## config.mk

```make
export PLATFORM = sky130hd
export DESIGN_NAME = fim_scfifo_rr_sched
export DESIGN_NICKNAME = d
export VERILOG_FILES = /design/src/rtl/fim_scfifo_rr_sched.sv
export SDC_FILE = /design/constraint.sdc
export NUM_CORES = 1
export LEC_CHECK = 0
export ABC_CLOCK_PERIOD_IN_PS = 3650
export CAP_MARGIN = 5
export CORE_ASPECT_RATIO = 1.4
export CORE_MARGIN = 1
export CORE_UTILIZATION = 51
export DETAILED_ROUTE_END_ITERATION = 7
export HOLD_SLACK_MARGIN = 0.08
export PLACE_DENSITY = 0.82
export REMOVE_ABC_BUFFERS = 1
export SETUP_SLACK_MARGIN = 0.15
export SLEW_MARGIN = 10
export SYNTH_ARGS = -nofsm -noshare
export SYNTH_HDL_FRONTEND = slang
export SYNTH_SLANG_ARGS = --single-unit
```

## constraint.sdc

```tcl
create_clock -name clk -period 3.65 [get_ports clk]
set_clock_uncertainty 0.1 [all_clocks]
set_input_delay 0.73 -clock clk [delete_from_list [all_inputs] [get_ports clk]]
set_output_delay 0.73 -clock clk [all_outputs]
set_load 0.01 [all_outputs]
```

## src/rtl/fim_scfifo_rr_sched.sv

```systemverilog
// Round-robin read scheduler: drains NUM_FIFOS fim_scfifo banks into a single
// valid/ready stream. One read request per cycle at most, credit-limited by
// the local output buffer so a word already requested always has a slot.
module fim_scfifo_rr_sched #(
    parameter  int NUM_FIFOS  = 4,
    parameter  int DATA_WIDTH = 32,
    parameter  int OUT_DEPTH  = 4,
    localparam int SRC_W      = $clog2(NUM_FIFOS)
) (
    input  logic                            clk,
    input  logic                            rst,
    input  logic [NUM_FIFOS-1:0]            src_enable,
    input  logic [NUM_FIFOS-1:0]            fifo_r_empty,
    input  logic [NUM_FIFOS-1:0]            fifo_r_valid,
    input  logic [NUM_FIFOS*DATA_WIDTH-1:0] fifo_r_data,
    output logic [NUM_FIFOS-1:0]            fifo_r_req,
    output logic [DATA_WIDTH-1:0]           out_data,
    output logic [SRC_W-1:0]                out_src,
    output logic                            out_valid,
    input  logic                            out_ready,
    output logic                            err_sticky
);

    localparam int PTR_W  = (OUT_DEPTH > 1) ? $clog2(OUT_DEPTH) : 1;
    localparam int CNT_W  = $clog2(OUT_DEPTH + 1);
    localparam int WORD_W = DATA_WIDTH + SRC_W;

    // Arbiter signals
    logic [NUM_FIFOS-1:0]  w_elig;
    logic [NUM_FIFOS-1:0]  w_req;
    logic                  w_credit;
    logic                  w_grant_found;
    logic                  w_issue;
    logic [SRC_W-1:0]      w_grant_idx;
    logic [SRC_W-1:0]      w_cand;
    logic [SRC_W-1:0]      r_last;
    logic                  r_inflight;
    logic [SRC_W-1:0]      r_inflight_src;

    // Return path and output buffer signals
    logic                  w_ret_valid;
    logic [DATA_WIDTH-1:0] w_ret_data;
    logic                  w_push;
    logic                  w_pop;
    logic                  w_overflow;
    logic                  w_push_ok;
    logic                  w_missing;
    logic                  w_stray_valid;
    logic [WORD_W-1:0]     r_mem [OUT_DEPTH];
    logic [PTR_W-1:0]      r_rd_ptr;
    logic [PTR_W-1:0]      r_wr_ptr;
    logic [PTR_W-1:0]      w_rd_ptr_nxt;
    logic [CNT_W-1:0]      r_count;
    logic                  w_head_load;
    logic [WORD_W-1:0]     w_head_word;
    logic [DATA_WIDTH-1:0] r_out_data;
    logic [SRC_W-1:0]      r_out_src;
    logic                  r_err;

    function automatic logic [PTR_W-1:0] ptr_inc(input logic [PTR_W-1:0] p);
        return (p == PTR_W'(OUT_DEPTH - 1)) ? '0 : p + 1'b1;
    endfunction

    assign w_elig   = src_enable & ~fifo_r_empty;
    // Registered occupancy only: downstream ready never reaches the request.
    assign w_credit = (int'(r_count) + int'(r_inflight)) < OUT_DEPTH;
    assign w_issue  = w_credit & w_grant_found;

    // Rotating search for the first eligible source after the last grant.
    always_comb begin
        // NOTE: every always_comb output is given a default first so no latch is inferred.
        w_grant_found = 1'b0;
        w_grant_idx   = r_last;
        w_cand        = r_last;
        for (int k = 1; k <= NUM_FIFOS; k++) begin
            w_cand = SRC_W'((int'(r_last) + k) % NUM_FIFOS);
            if (!w_grant_found && w_elig[w_cand]) begin
                w_grant_found = 1'b1;
                w_grant_idx   = w_cand;
            end
        end
    end

    // One-hot request, forced low while reset is asserted.
    always_comb begin
        w_req = '0;
        if (!rst && w_issue) begin
            w_req[w_grant_idx] = 1'b1;
        end
    end

    assign fifo_r_req = w_req;

    // Round-robin pointer and in-flight tracking.
    always_ff @(posedge clk or posedge rst) begin
        // NOTE: sequential state is updated with non-blocking assignments only.
        if (rst) begin
            r_last         <= SRC_W'(NUM_FIFOS - 1);
            r_inflight     <= 1'b0;
            r_inflight_src <= '0;
        end else begin
            r_inflight <= w_issue;
            if (w_issue) begin
                r_last         <= w_grant_idx;
                r_inflight_src <= w_grant_idx;
            end
        end
    end

    // The word returns the cycle after the request, from the granted source.
    assign w_ret_valid   = fifo_r_valid[r_inflight_src];
    assign w_ret_data    = fifo_r_data[int'(r_inflight_src)*DATA_WIDTH +: DATA_WIDTH];
    assign w_push        = r_inflight & w_ret_valid;
    assign w_pop         = (r_count != '0) & out_ready;
    assign w_overflow    = w_push & (r_count == CNT_W'(OUT_DEPTH)) & ~w_pop;
    assign w_push_ok     = w_push & ~w_overflow;
    assign w_missing     = r_inflight & ~w_ret_valid;
    assign w_stray_valid = ~r_inflight & (|fifo_r_valid);
    assign w_rd_ptr_nxt  = w_pop ? ptr_inc(r_rd_ptr) : r_rd_ptr;

    // Next head word: the arriving word when the buffer drains to empty,
    // otherwise the following stored entry after a pop.
    always_comb begin
        w_head_load = 1'b0;
        w_head_word = {w_ret_data, r_inflight_src};
        if (w_push_ok && ((r_count - CNT_W'(w_pop)) == '0)) begin
            w_head_load = 1'b1;
        end else if (w_pop && (r_count > CNT_W'(1))) begin
            w_head_load = 1'b1;
            w_head_word = r_mem[w_rd_ptr_nxt];
        end
    end

    // Buffer storage array written at the tail.
    always_ff @(posedge clk) begin
        // NOTE: storage has no reset; count and pointers decide which entries are live.
        if (w_push_ok) begin
            r_mem[r_wr_ptr] <= {w_ret_data, r_inflight_src};
        end
    end

    // Buffer pointers, occupancy, registered head and sticky error.
    always_ff @(posedge clk or posedge rst) begin
        if (rst) begin
            r_rd_ptr   <= '0;
            r_wr_ptr   <= '0;
            r_count    <= '0;
            r_out_data <= '0;
            r_out_src  <= '0;
            r_err      <= 1'b0;
        end else begin
            if (w_push_ok) begin
                r_wr_ptr <= ptr_inc(r_wr_ptr);
            end
            r_rd_ptr <= w_rd_ptr_nxt;
            r_count  <= r_count + CNT_W'(w_push_ok) - CNT_W'(w_pop);
            if (w_head_load) begin
                {r_out_data, r_out_src} <= w_head_word;
            end
            if (w_missing || w_stray_valid || w_overflow) begin
                r_err <= 1'b1;
            end
        end
    end

    assign out_data   = r_out_data;
    assign out_src    = r_out_src;
    assign out_valid  = (r_count != '0);
    assign err_sticky = r_err;

endmodule

```

==> qor.csv <==
metric,value,unit
drive_above_1_share,20.7,%
p_leak,0.00445,uW
ir_drop,0.000757,V
cts_max_path_buffers,2,
via_per_inst,5.90,
synthArstFlopShare,25.7,%
antenna_found_initial,0,
num_vias,5403,
setup_tns,0,ps
violations,design-rule violations,
cts-htree-levels,4,
cap_violations,0,
synth-seq-cells,183,
synthMuxAreaShare,20.8,%
end_kind,primary output,
grt-ovfl-total,0,
required,2820,ps
final_hold_viol_count,0,
synth_fa_ha_area_share,1.98,%
clockRootBuffer,clkbuf_16,
synth.avg_cell_area,16.9,um^2
fp-row-count,55,
fmax,290,MHz
rsz0062_at_grt,no,
synth_seq_area_share,61.2,%
slew_violations,0,
r2r_end,out_data[21]$_DFFE_PP0P_,
die_w,112,um
yosysWarnings,0,
grt_first_pass_wirelength,31300,um
synthXorXnorAreaFrac,0.204,%
crit_path_max_fanout,2,
setup_slack,197,ps
worstMarginPinSlew,730,ps
cts_tree,built,
setup_viol,0,
grt_usage,24.0,%
synthCells,509,
drtIter0Drc,333,
die_h,156,um
regToRegSetupSlack,620,ps
r2r.worst_path.cells,10,
portBuffers,182,
routedWlPerCell,22.2,um
drt.antenna.violating_nets,0,
power.total,9120,uW
synth_top_family_by_area,multiplexers,
ios,183,
status,"complete, but fails checks",
r2r-start,r_count[1]$_DFF_PP0_,
clock_sinks,183,
clock_latency,430,ps
synth_compound_area_share,7.66,%
die_area,17400,um^2
dpl_cell_area,10800,um^2
cp-start-kind,primary input,
antenna_cells,0,
cts_inserted_buffers,17,
netlist_area,8600,um^2
clkTransAtPathRegs,60,ps
nets,859,
period_share,94.6,%
place_ws,-163,ps
max-slew-margin-rel,51.3,%
crit_arrival,2620,ps
fin_area,11500,um^2
core_area,16300,um^2
grt_pass1_vias,6024,
firstDrtPassIters,6,
critPathKind,primary input to primary output,
grt_max_degree,48,
period_minus_slack,3450,ps
cp-endpoint,fifo_r_req[2],
synth_flop_cell,edfxtp_1,
synth_edf_count,136,
syn_to_final_growth,33.2,%
place.gp.congestion,0.767,
synth.distinct_cells,49,
drc,6,
p_per_area,796,nW/um^2
initial_core_util,52.8,%
routed_wl,20300,um
cp-startpoint,src_enable[1],
min_path_type,flip-flop to flip-flop,
synthSimpleGateAreaFrac,5.55,%
post-dp-hpwl,13300,um
num-fill-cells,1063,
## metrics by stage
step           util (%)  hold WS (ps)  cells
2_1_floorplan         -           412    479
3_3_place_gp       66.1           374    882
6_report           70.2           393    915
5_1_grt            70.2           463    915
4_1_cts            69.9           408    915
3_5_place_dp       66.1           383    882
## cell type report
class	count	area [um^2]	share of cell area, %
Timing Repair Buffer	205	2080	18.2
Clock buffer	18	429	3.75
Inverter	11	41.3	0.360
Tap cell	199	249	2.17
Multi-Input combinational cell	285	3220	28.1
Clock inverter	14	169	1.47
Sequential cell	183	5270	46.0
## layer usage
layer / vias up / global-route usage [%] / share of wire (%)
met3: 40 / 4.90 / 5.2
met5: - / 0 / 0
met4: 0 / 8.88 / 2.7
met2: 190 / 44.8 / 57
met1: 2759 / 26.9 / 35
li1: 2414 / - / -
## power by group
group | leakage [uW] | internal [uW] | switching, uW
combinational | 0.00237 | 1930 | 2110
clock | 0.000283 | 1030 | 812
sequential | 0.00180 | 2990 | 247
## layout by cell type (no fill, tap or decap), types with 2 or more instances in the layout
cell type        instances
clkdlybuf4s50_1        179
edfxtp_1               136
mux2i_1                102
dfrtp_1                 43
nor2b_1                 34
mux4_2                  33
o221ai_2                31
clkbuf_16               17
buf_4                   15
ha_1                    12
nor2_1                  11
inv_1                    9
buf_12                   8
nand2_1                  5
o21ai_1                  4
nand2b_1                 4
a21oi_1                  4
o221ai_1                 4
and2_2                   4
clkinv_4                 4
nor2b_4                  3
clkinvlp_4               3
inv_8                    3
xnor2_1                  2
a21oi_4                  2
nand3_1                  2
o21a_1                   2
inv_2                    2
bufinv_16                2
inv_6                    2
dfrtp_2                  2
dfstp_2                  2
## state kept, by name (all words and copies together), names as in the netlist
register and cells:
err_sticky 1, out_data 32, out_src 2, r_count 3, r_inflight 1, r_inflight_src 2, r_last 2, r_mem 136
r_rd_ptr 2, r_wr_ptr 2
## what timing repair did
action | in CTS | in global routing
setup buffers | 1 | 0
pin swaps | 1 | 3
hold endpoints to repair | 0 | 0
hold buffers | 0 | 0
endpoints found under the setup margin | 4 | 3
resized for setup | 7 | 19
## worst min path at each step
stage | start | end | cells past startpoint
2_1_floorplan | r_mem[3][29]$_DFFE_PP_ | out_data[27]$_DFFE_PP0P_ | 2
3_3_place_gp | err_sticky$_DFFE_PP0P_ | err_sticky$_DFFE_PP0P_ | 1
3_5_place_dp | err_sticky$_DFFE_PP0P_ | err_sticky$_DFFE_PP0P_ | 1
4_1_cts | err_sticky$_DFFE_PP0P_ | err_sticky$_DFFE_PP0P_ | 1
5_1_grt | err_sticky$_DFFE_PP0P_ | err_sticky$_DFFE_PP0P_ | 1
6_report | err_sticky$_DFFE_PP0P_ | err_sticky$_DFFE_PP0P_ | 1
## cells by family (layout without fill, tap and decap cells)
kind of cell	count (synthesis)	in the layout
multiplexers	137	137
flip-flops	183	183
buffers and inverters	41	248
adder cells (fa/ha/maj)	13	13
AND/OR/NAND/NOR	76	76
XOR/XNOR	2	2
AO/OA/AOI/OAI	57	57
## synthesized netlist by cell type (2+ instances only)
cell | count | share of area (%)
nand3_1 | 2 | 0.12
buf_4 | 5 | 0.44
ha_1 | 12 | 1.7
mux2i_1 | 103 | 12
o221ai_2 | 31 | 5.4
nand2b_1 | 4 | 0.29
inv_1 | 10 | 0.44
xnor2_1 | 2 | 0.20
mux4_2 | 33 | 8.6
o21a_1 | 2 | 0.17
nor2b_1 | 38 | 2.8
o21ai_1 | 3 | 0.17
a21oi_1 | 5 | 0.29
clkbuf_1 | 8 | 0.35
and2_1 | 4 | 0.29
buf_6 | 6 | 0.79
nor2_1 | 12 | 0.52
o221ai_1 | 4 | 0.41
edfxtp_1 | 136 | 47
dfstp_2 | 2 | 0.61
o21ai_0 | 2 | 0.12
nand2_1 | 5 | 0.22
dfrtp_1 | 45 | 13
buf_2 | 10 | 0.58
## critical path, cell delays in order
cell and delay, ps:
clkdlybuf4s50_1 430, or3b_4 250, a21boi_2 210, a2bb2oi_2 170, nand4_1 140, nor2_1 140
clkdlybuf4s50_1 550
Power figures use the tool's default switching activity.
